===== src/rtl/mips_pkg.sv =====
// Shared definitions for the multi-cycle MIPS sequencing controller.
//   state_t         : FSM state encodings (code 7 deliberately unused)
//   OP_* / FN_*     : opcode and funct field constants for the legal subset
//   MEM_TIMEOUT_DEF : default bound on cycles spent waiting for mem_ready
//   isLegalOp       : true for opcodes the controller can sequence
package mips_pkg;

  typedef enum logic [2:0] {
    ST_IDLE   = 3'd0,
    ST_FETCH  = 3'd1,
    ST_DECODE = 3'd2,
    ST_EXEC   = 3'd3,
    ST_MEM    = 3'd4,
    ST_WB     = 3'd5,
    ST_HALT   = 3'd6
  } state_t;

  localparam int unsigned MEM_TIMEOUT_DEF = 15;

  localparam logic [5:0] OP_RTYPE   = 6'b000000;
  localparam logic [5:0] OP_ADDI    = 6'b001000;
  localparam logic [5:0] OP_LUI     = 6'b001111;
  localparam logic [5:0] OP_LW      = 6'b100011;
  localparam logic [5:0] OP_SW      = 6'b101011;
  localparam logic [5:0] OP_BEQ     = 6'b000100;
  localparam logic [5:0] OP_J       = 6'b000010;
  localparam logic [5:0] FN_SYSCALL = 6'b001100;

  function automatic logic isLegalOp(input logic [5:0] op);
    logic legal;
    legal = 1'b0;
    case (op)
      OP_RTYPE, OP_ADDI, OP_LUI, OP_LW, OP_SW, OP_BEQ, OP_J: legal = 1'b1;
      default:                                               legal = 1'b0;
    endcase
    return legal;
  endfunction

endpackage


===== src/rtl/mem_wait_timer.sv =====
// Bounded wait counter for the memory-access states.
//   clock, reset : clock and asynchronous active-low reset
//   clear        : return the count to zero (takes priority over count)
//   count        : one more cycle spent waiting for memory
//   expired      : this waiting cycle is the MEM_TIMEOUT-th one; the
//                  controller abandons the access instead of waiting again
module mem_wait_timer
  import mips_pkg::*;
#(
  parameter int unsigned MEM_TIMEOUT = MEM_TIMEOUT_DEF
) (
  input  logic clock,
  input  logic reset,
  input  logic clear,
  input  logic count,
  output logic expired
);

  localparam int unsigned W = $clog2(MEM_TIMEOUT + 1);
  localparam logic [W-1:0] LIMIT = W'(MEM_TIMEOUT);
  localparam logic [W-1:0] LAST  = W'(MEM_TIMEOUT - 1);

  logic [W-1:0] waitCnt;

  // expired is flagged combinationally on the cycle whose increment would
  // reach the limit, so the FSM leaves on that same edge.
  assign expired = count && (waitCnt == LAST);

  always_ff @(posedge clock or negedge reset) begin
    if (!reset) begin
      waitCnt <= '0;
    end else if (clear) begin
      waitCnt <= '0;
    end else if (count && (waitCnt != LIMIT)) begin
      waitCnt <= waitCnt + 1'b1;
    end
  end

endmodule


===== src/rtl/mips_seq_ctrl.sv =====
// Multi-cycle MIPS instruction sequencing controller.
//   clock, reset      : clock and asynchronous active-low reset
//   run               : allow sequencing of new instructions
//   opcode, funct     : instruction fields from the instruction register
//   zero              : ALU zero flag (beq resolution)
//   mem_ready         : memory access completes this cycle
//   pc_write, ir_write, mem_read, mem_write, reg_write, branch_taken :
//                       combinational datapath strobes
//   state             : current FSM state code
//   retired           : wrapping count of completed instructions
//   fault             : sticky error flag (illegal opcode, timeout, bad state)
module mips_seq_ctrl
  import mips_pkg::*;
#(
  parameter int unsigned MEM_TIMEOUT = MEM_TIMEOUT_DEF
) (
  input  logic        clock,
  input  logic        reset,
  input  logic        run,
  input  logic [5:0]  opcode,
  input  logic [5:0]  funct,
  input  logic        zero,
  input  logic        mem_ready,
  output logic        pc_write,
  output logic        ir_write,
  output logic        mem_read,
  output logic        mem_write,
  output logic        reg_write,
  output logic        branch_taken,
  output logic [2:0]  state,
  output logic [15:0] retired,
  output logic        fault
);

  state_t      stateQ;
  state_t      nextState;
  state_t      nextInstr;
  logic [15:0] retiredQ;
  logic        faultQ;
  logic        doRetire;
  logic        doFault;

  logic        waitState;
  logic        timerClear;
  logic        timerCount;
  logic        timerExpired;

  logic        isSyscall;
  logic        isMemOp;

  assign isSyscall = (opcode == OP_RTYPE) && (funct == FN_SYSCALL);
  assign isMemOp   = (opcode == OP_LW) || (opcode == OP_SW);

  // The counter only runs while parked in FETCH/MEM without mem_ready; any
  // other state (or a completing access) clears it, which gives a fresh
  // count on every entry into a memory state.
  assign waitState  = (stateQ == ST_FETCH) || (stateQ == ST_MEM);
  assign timerCount = waitState && !mem_ready;
  assign timerClear = !waitState || mem_ready;

  mem_wait_timer #(
    .MEM_TIMEOUT(MEM_TIMEOUT)
  ) uWaitTimer (
    .clock  (clock),
    .reset  (reset),
    .clear  (timerClear),
    .count  (timerCount),
    .expired(timerExpired)
  );

  always_comb begin
    pc_write     = 1'b0;
    ir_write     = 1'b0;
    mem_read     = 1'b0;
    mem_write    = 1'b0;
    reg_write    = 1'b0;
    branch_taken = 1'b0;
    doRetire     = 1'b0;
    doFault      = 1'b0;
    nextState    = stateQ;
    nextInstr    = run ? ST_FETCH : ST_IDLE;

    case (stateQ)
      ST_IDLE: begin
        if (run) nextState = ST_FETCH;
      end

      ST_FETCH: begin
        mem_read = 1'b1;
        if (mem_ready) begin
          ir_write  = 1'b1;
          pc_write  = 1'b1;
          nextState = ST_DECODE;
        end else if (timerExpired) begin
          doFault   = 1'b1;
          nextState = ST_HALT;
        end
      end

      ST_DECODE: begin
        if (!isLegalOp(opcode)) begin
          doFault   = 1'b1;
          nextState = ST_HALT;
        end else if (isSyscall) begin
          doRetire  = 1'b1;
          nextState = ST_HALT;
        end else if (opcode == OP_J) begin
          pc_write  = 1'b1;
          doRetire  = 1'b1;
          nextState = nextInstr;
        end else begin
          nextState = ST_EXEC;
        end
      end

      ST_EXEC: begin
        if (opcode == OP_BEQ) begin
          branch_taken = zero;
          pc_write     = zero;
          doRetire     = 1'b1;
          nextState    = nextInstr;
        end else if (isMemOp) begin
          nextState = ST_MEM;
        end else begin
          nextState = ST_WB;
        end
      end

      ST_MEM: begin
        // Exactly one of read/write is driven, selected by the store opcode.
        if (opcode == OP_SW) mem_write = 1'b1;
        else                 mem_read  = 1'b1;
        if (mem_ready) begin
          if (opcode == OP_SW) begin
            doRetire  = 1'b1;
            nextState = nextInstr;
          end else begin
            nextState = ST_WB;
          end
        end else if (timerExpired) begin
          doFault   = 1'b1;
          nextState = ST_HALT;
        end
      end

      ST_WB: begin
        reg_write = 1'b1;
        doRetire  = 1'b1;
        nextState = nextInstr;
      end

      ST_HALT: begin
        nextState = ST_HALT;
      end

      // The unused code 7 can only come from an upset; park safely and flag it.
      default: begin
        doFault   = 1'b1;
        nextState = ST_HALT;
      end
    endcase
  end

  always_ff @(posedge clock or negedge reset) begin
    if (!reset) begin
      stateQ   <= ST_IDLE;
      retiredQ <= '0;
      faultQ   <= 1'b0;
    end else begin
      stateQ <= nextState;
      if (doRetire) retiredQ <= retiredQ + 1'b1;
      if (doFault)  faultQ   <= 1'b1;
    end
  end

  assign state   = stateQ;
  assign retired = retiredQ;
  assign fault   = faultQ;

endmodule


===== config.mk =====
export PLATFORM = sky130hd
export DESIGN_NAME = mips_seq_ctrl
export DESIGN_NICKNAME = d
export VERILOG_FILES = /design/src/rtl/mips_pkg.sv /design/src/rtl/mem_wait_timer.sv /design/src/rtl/mips_seq_ctrl.sv
export SDC_FILE = /design/constraint.sdc
export NUM_CORES = 1
export LEC_CHECK = 0
export ABC_CLOCK_PERIOD_IN_PS = 2200
export CAP_MARGIN = 20
export CORE_ASPECT_RATIO = 1.2
export CORE_UTILIZATION = 49
export DETAILED_ROUTE_END_ITERATION = 6
export PLACE_DENSITY = 0.82
export RECOVER_POWER = 100
export SYNTH_ARGS = -nofsm -noshare
export SYNTH_HDL_FRONTEND = slang
export SYNTH_SLANG_ARGS = --single-unit

===== constraint.sdc =====
create_clock -name clock -period 2.2 [get_ports clock]
set_clock_uncertainty 0.05 [all_clocks]
set_input_delay 0.33 -clock clock [delete_from_list [all_inputs] [get_ports clock]]
set_output_delay 0.33 -clock clock [all_outputs]
set_load 0.01 [all_outputs]

# Word-level counts from Yosys, hierarchy flattened
# Index checks and enable logic that the tools add are counted.
classes:
  n_addsub: 2
  n_eq_ne: 16
  muxes: 38
  n_reduce_logical: 15
op_table:
  columns: ["operator", "count"]
  rows:
  - ["two-way mux 3 bit", 8]
  - ["two-way mux 1 bit", 22]
  - ["equality test 6 x 4 -> 1 bit (second input constant)", 3]
  - ["one-hot mux 3 bit (6 select lines)", 1]
  - ["adder 16 x 1 -> 16 bit (second input constant)", 1]
  - ["equality test 6 bit (second input constant)", 2]
  - ["equality test 3 bit (second input constant)", 3]
  - ["two-way mux 4 bit", 2]
  - ["OR reduction 7 bit", 1]
  - ["equality test 3 x 2 -> 1 bit (second input constant)", 2]
  - ["equality test 6 x 2 -> 1 bit (second input constant)", 1]
  - ["equality test 6 x 3 -> 1 bit (second input constant)", 1]
  - ["logical NOT 6 bit", 1]
  - ["one-hot mux 1 bit (3 select lines)", 2]
  - ["adder 4 x 1 -> 4 bit (second input constant)", 1]
  - ["equality test 4 bit (second input constant)", 1]
  - ["logical AND 1 bit", 4]
  - ["inequality test 4 bit (second input constant)", 1]
  - ["one-hot mux 1 bit (4 select lines)", 1]
  - ["OR reduction 4 bit", 1]
  - ["equality test 3 x 1 -> 1 bit (second input constant)", 1]
  - ["logical NOT 3 bit", 1]
  - ["logical OR 1 bit", 3]
  - ["logical NOT 1 bit", 2]
  - ["5 further kinds", 5]
word_totals:
  ff_bits: 24
  inputBits: 17
  out_inout_bits: 26
  wordCells: 75

# Depth between registers and ports, before layout
logic_depth:
  word_depth: 7
  depth_mapped: 7

# Cells and area by module
# Synthesis repeated with hierarchy kept, for this count alone.
hier_totals:
  cells_unflattened: 164
  area_unflattened_um2: 1564.0
by_module_without_submodules:
  columns: ["mod", "instances", "cells_each", "area_each_um2"]
  rows:
  - ["mips_seq_ctrl", 1, 141, 1303.8]
  - ["mem_wait_timer", 1, 23, 260.2]

# Worst setup path before layout
# No wires, ideal clock.
synth_path:
  kind: "register -> register"
  from: "register stateQ[2] (netlist: state[2])"
  to: "register retiredQ[5] (netlist: retired[5])"
  setup_ns: 0.126
  t_arrival_ns: 1.833
  required_ns: 2.024
  path_slack_ns: 0.191
  path_stages_with_launch: 8
  period_less_slack_ns: 2.009
  cell_sequence: "dfrtp_1 -> buf_2 -> inv_1 -> ha_1 -> and4b_1 -> clkbuf_1 -> nand4_1 -> xnor2_1"
synth_via:
  elab_chain_cells: 2
synth_rtl:
  columns: ["element", "line", "rtl"]
  rows:
  - ["from (decl)", "mips_seq_ctrl.sv:35", "state_t stateQ;"]
  - ["from (signal assigned)", "mips_seq_ctrl.sv:170", "stateQ <= nextState;"]
  - ["equality test 3 bit or equality test 3 x 2 -> 1 bit (tied branches)", "mips_seq_ctrl.sv:83", "case (stateQ)"]
  - ["one-hot mux 1 bit (4 select lines) (*)", "mips_seq_ctrl.sv:83", null]
  - ["to (signal assigned)", "mips_seq_ctrl.sv:171", "if (doRetire) retiredQ <= retiredQ + 1'b1;"]
  - ["to (decl)", "mips_seq_ctrl.sv:38", "logic [15:0] retiredQ;"]
# Mark *: on every way between the ends. The rest lies on a longest branch, timed or not.
# A chain may end at the register's enable or synchronous reset.

# Final worst setup path
layout_path:
  from: "input port opcode[4]"
  to: "output port pc_write"
layout_via:
  elab_chain_cells: 6
layout_rtl:
  columns: ["element", "line", "rtl"]
  rows:
  - ["from (decl)", "mips_seq_ctrl.sv:20", "input logic [5:0] opcode,"]
  - ["equality test 6 bit, or another cell as far along", "mips_pkg.sv:32", "case (op)"]
  - ["OR reduction 7 bit", "mips_pkg.sv:32", null]
  - ["two-way mux 1 bit", "mips_pkg.sv:32", null]
  - ["two-way mux 1 bit", "mips_seq_ctrl.sv:83", null]
  - ["two-way mux 1 bit", "mips_seq_ctrl.sv:101", "if (!isLegalOp(opcode)) begin"]
  - ["one-hot mux 1 bit (3 select lines) (*)", "mips_seq_ctrl.sv:83", null]
  - ["to (decl)", "mips_seq_ctrl.sv:24", "output logic pc_write,"]
# Mark *: on every way between the ends. The rest lies on a longest branch, timed or not. The select of a mux whose other input is x is not followed.

==> flow_summary.toml <==
[place]
place_inst = 259
numPortBuffers = 42
dp_slack_ps = -481.5
placed_cell_area_um2 = 2241
place_hpwl_mm = 3.044
gp_congestion = 0.8385

[finish]
regArea_um2 = 603.1
area_growth_pct = 40.79
n_antenna_cell = 0
multiInputGateArea_um2 = 1007
final_area_um2 = 2332
post-route-util_pct = 74.32
instances_no_fill = 266
drive_above_1_share_pct = 25.22
final_nets = 253
nFillCells = 220

[critical_path]
startpoint = "opcode[4]"
cp.arrival_ps = 1770
cp_max_fo = 2
cp.required_ps = 1820
critPathKind = "in -> out"
endpoint_kind = "primary output"
start_kind = "input pin"
reg2reg_from = "state[1]"

[status]
status = "complete, no violations"

[clock_tree]
cts_root_buf = "clkbuf_4"
h-tree-depth = 1
clockBufferDepth = 2
clk_latency_ps = 330
cts_made_buffers = 3
cts_sinks = 24
clkTransAtPathRegs_ps = 140
tritoncts = "built"

[drt]
vias = 1557
wire_per_inst_um = 15.06
wl_mm = 4.005
viasPerCell = 5.853
drc_errors = 0
ant_nets = 0
drt_iter0_drc = 66
first_pass_iters = 4

[floorplan]
coreArea_um2 = 3138
fp.dieW_um = 55.08
start_util_pct = 52.79
ios = 43
die_y_um = 65.70
rows = 22
dieArea_um2 = 3618

[min_path]
hold_start = "fault"
hold_class = "reg -> reg"

[global_routing]
grt_pass1_wl_mm = 6.803
grt_pass1_vias = 1647
grt.overflow.total = 0
grt_start_max_net_pins = 25
track_usage_pct = 25.57
antenna_found_initial = 0

[logic_synthesis]
ys_ff_latch = 24
avgSynthCellArea_um2 = 9.861
syn_area_um2 = 1657
synth_fp_nets = 190
ys_warn_count = 0
synth_edf_count = 0
ys_seq_area_share_pct = 36.25
async_flop_share_pct = 100.0
synth_top_flop_cell = "dfrtp_1"
synth_cell_types = 56
postSynthCellCount = 168

[timing]
maxSlewViolCount = 0
period_share_pct = 97.76
final_hold_viol_count = 0
worst_slew_pin_slew_ps = 1237
slew-limit-headroom_pct = 17.52
max_freq_mhz = 465.0
finalCriticalPeriod_ps = 2151
finalSetupViolCount = 0
setup_ws_ps = 49.31
tns_ps = 0

[pwr]
p_leak_uw = 0.001104
ir_worst_vdd_mv = 0.5082
p_per_area_nw_per_um2 = 678.8

[flow_run]
cap_viol_max_count = 0
cell usage after synthesis (all sizes together), types with 2 or more instances:
cell    count  area, um^2
xnor2      15       153.9
and3b       2       17.52
buf         4       32.53
nand3b      4       33.78
or3         2       17.52
and3        3       18.77
o21ai       5       25.02
nand2      10       37.54
a41o        2       20.02
nand4       8       65.06
a211oi      3       22.52
inv         8       30.03
clkbuf      3       11.26
a21oi       4       23.77
nor3       10       66.32
nand3      12       95.09
dfrtp      24       600.6
o22ai       2       12.51
and2        2       12.51
nor2       15       56.30
ha          5       62.56
a211o       2       17.52
stage by stage:
| step | power, uW | hold WS (ps) |
|---|---|---|
| floorplan | 984.4 | -15.59 |
| global placement | 1262 | 398.2 |
| detailed placement | 1275 | 406.3 |
| CTS | 1601 | 287.8 |
| global route | 1687 | 450.1 |
| finish | 1583 | 429.5 |
critical path, stage by stage:
cell and delay [ps]:
clkdlybuf4s50_1 430, or3b_4 430, nor2_4 120, nand3_1 70, o21ai_1 90, a41o_1 180
buf_2 120
cell families after synthesis:
group / after synthesis / share of synthesized area (%)
fa+ha+maj: 6 / 4.456
compound gates: 29 / 13.07
flops: 24 / 36.25
simple gates: 76 / 30.44
buf+inv: 15 / 4.456
mux: 2 / 1.510
xor+xnor: 16 / 9.819
repair_timing:
item                                    4_1_cts  5_1_grt
setup buffers                                 3        0
hold buffers                                  0        0
gates resized for setup                      24        9
endpoints found under the setup margin        5        9
pin swaps                                     3        5
layout by cell type (no fill, tap or decap), drive strengths merged, types with 4 or more instances in the layout:
cell type      count
dlygate4sd3       20
nor2              15
nand3b             4
clkdlybuf4s50     13
nand3             12
o21ai              5
a21oi              4
nand2             10
clkbuf             4
dfrtp             24
nor3              10
xnor2             15
inv                8
buf               26
nand4              8
ha                 5
layout make-up:
class	instances	share of cell area, %
Multi-Input combinational cell	129	43.19
Sequential cell	24	25.86
Timing Repair Buffer	65	25.48
Tap cell	36	1.931
Clock inverter	1	1.288
Inverter	8	1.288
Clock buffer	3	0.9657
power by group:
group | total [uW] | switching (uW) | internal [uW]
clock | 322 | 138 | 184
sequential | 582 | 92.2 | 490
combinational | 679 | 352 | 326
total | 1580 | 583 | 1000
layer usage:
layer / up-vias / routed length (um) / global-route usage, % / part of all wire [%]
li1: 742 / - / - / -
met1: 730 / 1598 / 30.76 / 40
met2: 69 / 2015 / 43.37 / 50
met3: 16 / 213 / 2.778 / 5.3
met4: 0 / 177 / 12.81 / 4.4
met5: - / 0 / 0 / 0
final timing paths:
check | endpoint | slack (ps) | cells after the start
max in group asynchronous | state[1] | 580 | 2
min reg2reg | fault | 430 | 1
min | fault | 430 | 1
min in group asynchronous | retired[13] | 710 | 2
max | pc_write | 50 | 7
max reg2reg | retired[5] | 300 | 4
state kept, by name, indices dropped and copies added (netlist names):
signal,cells
retired,16
uWaitTimer.waitCnt,4
state,3
fault,1
No activity file was read; power rests on OpenSTA's default activity.
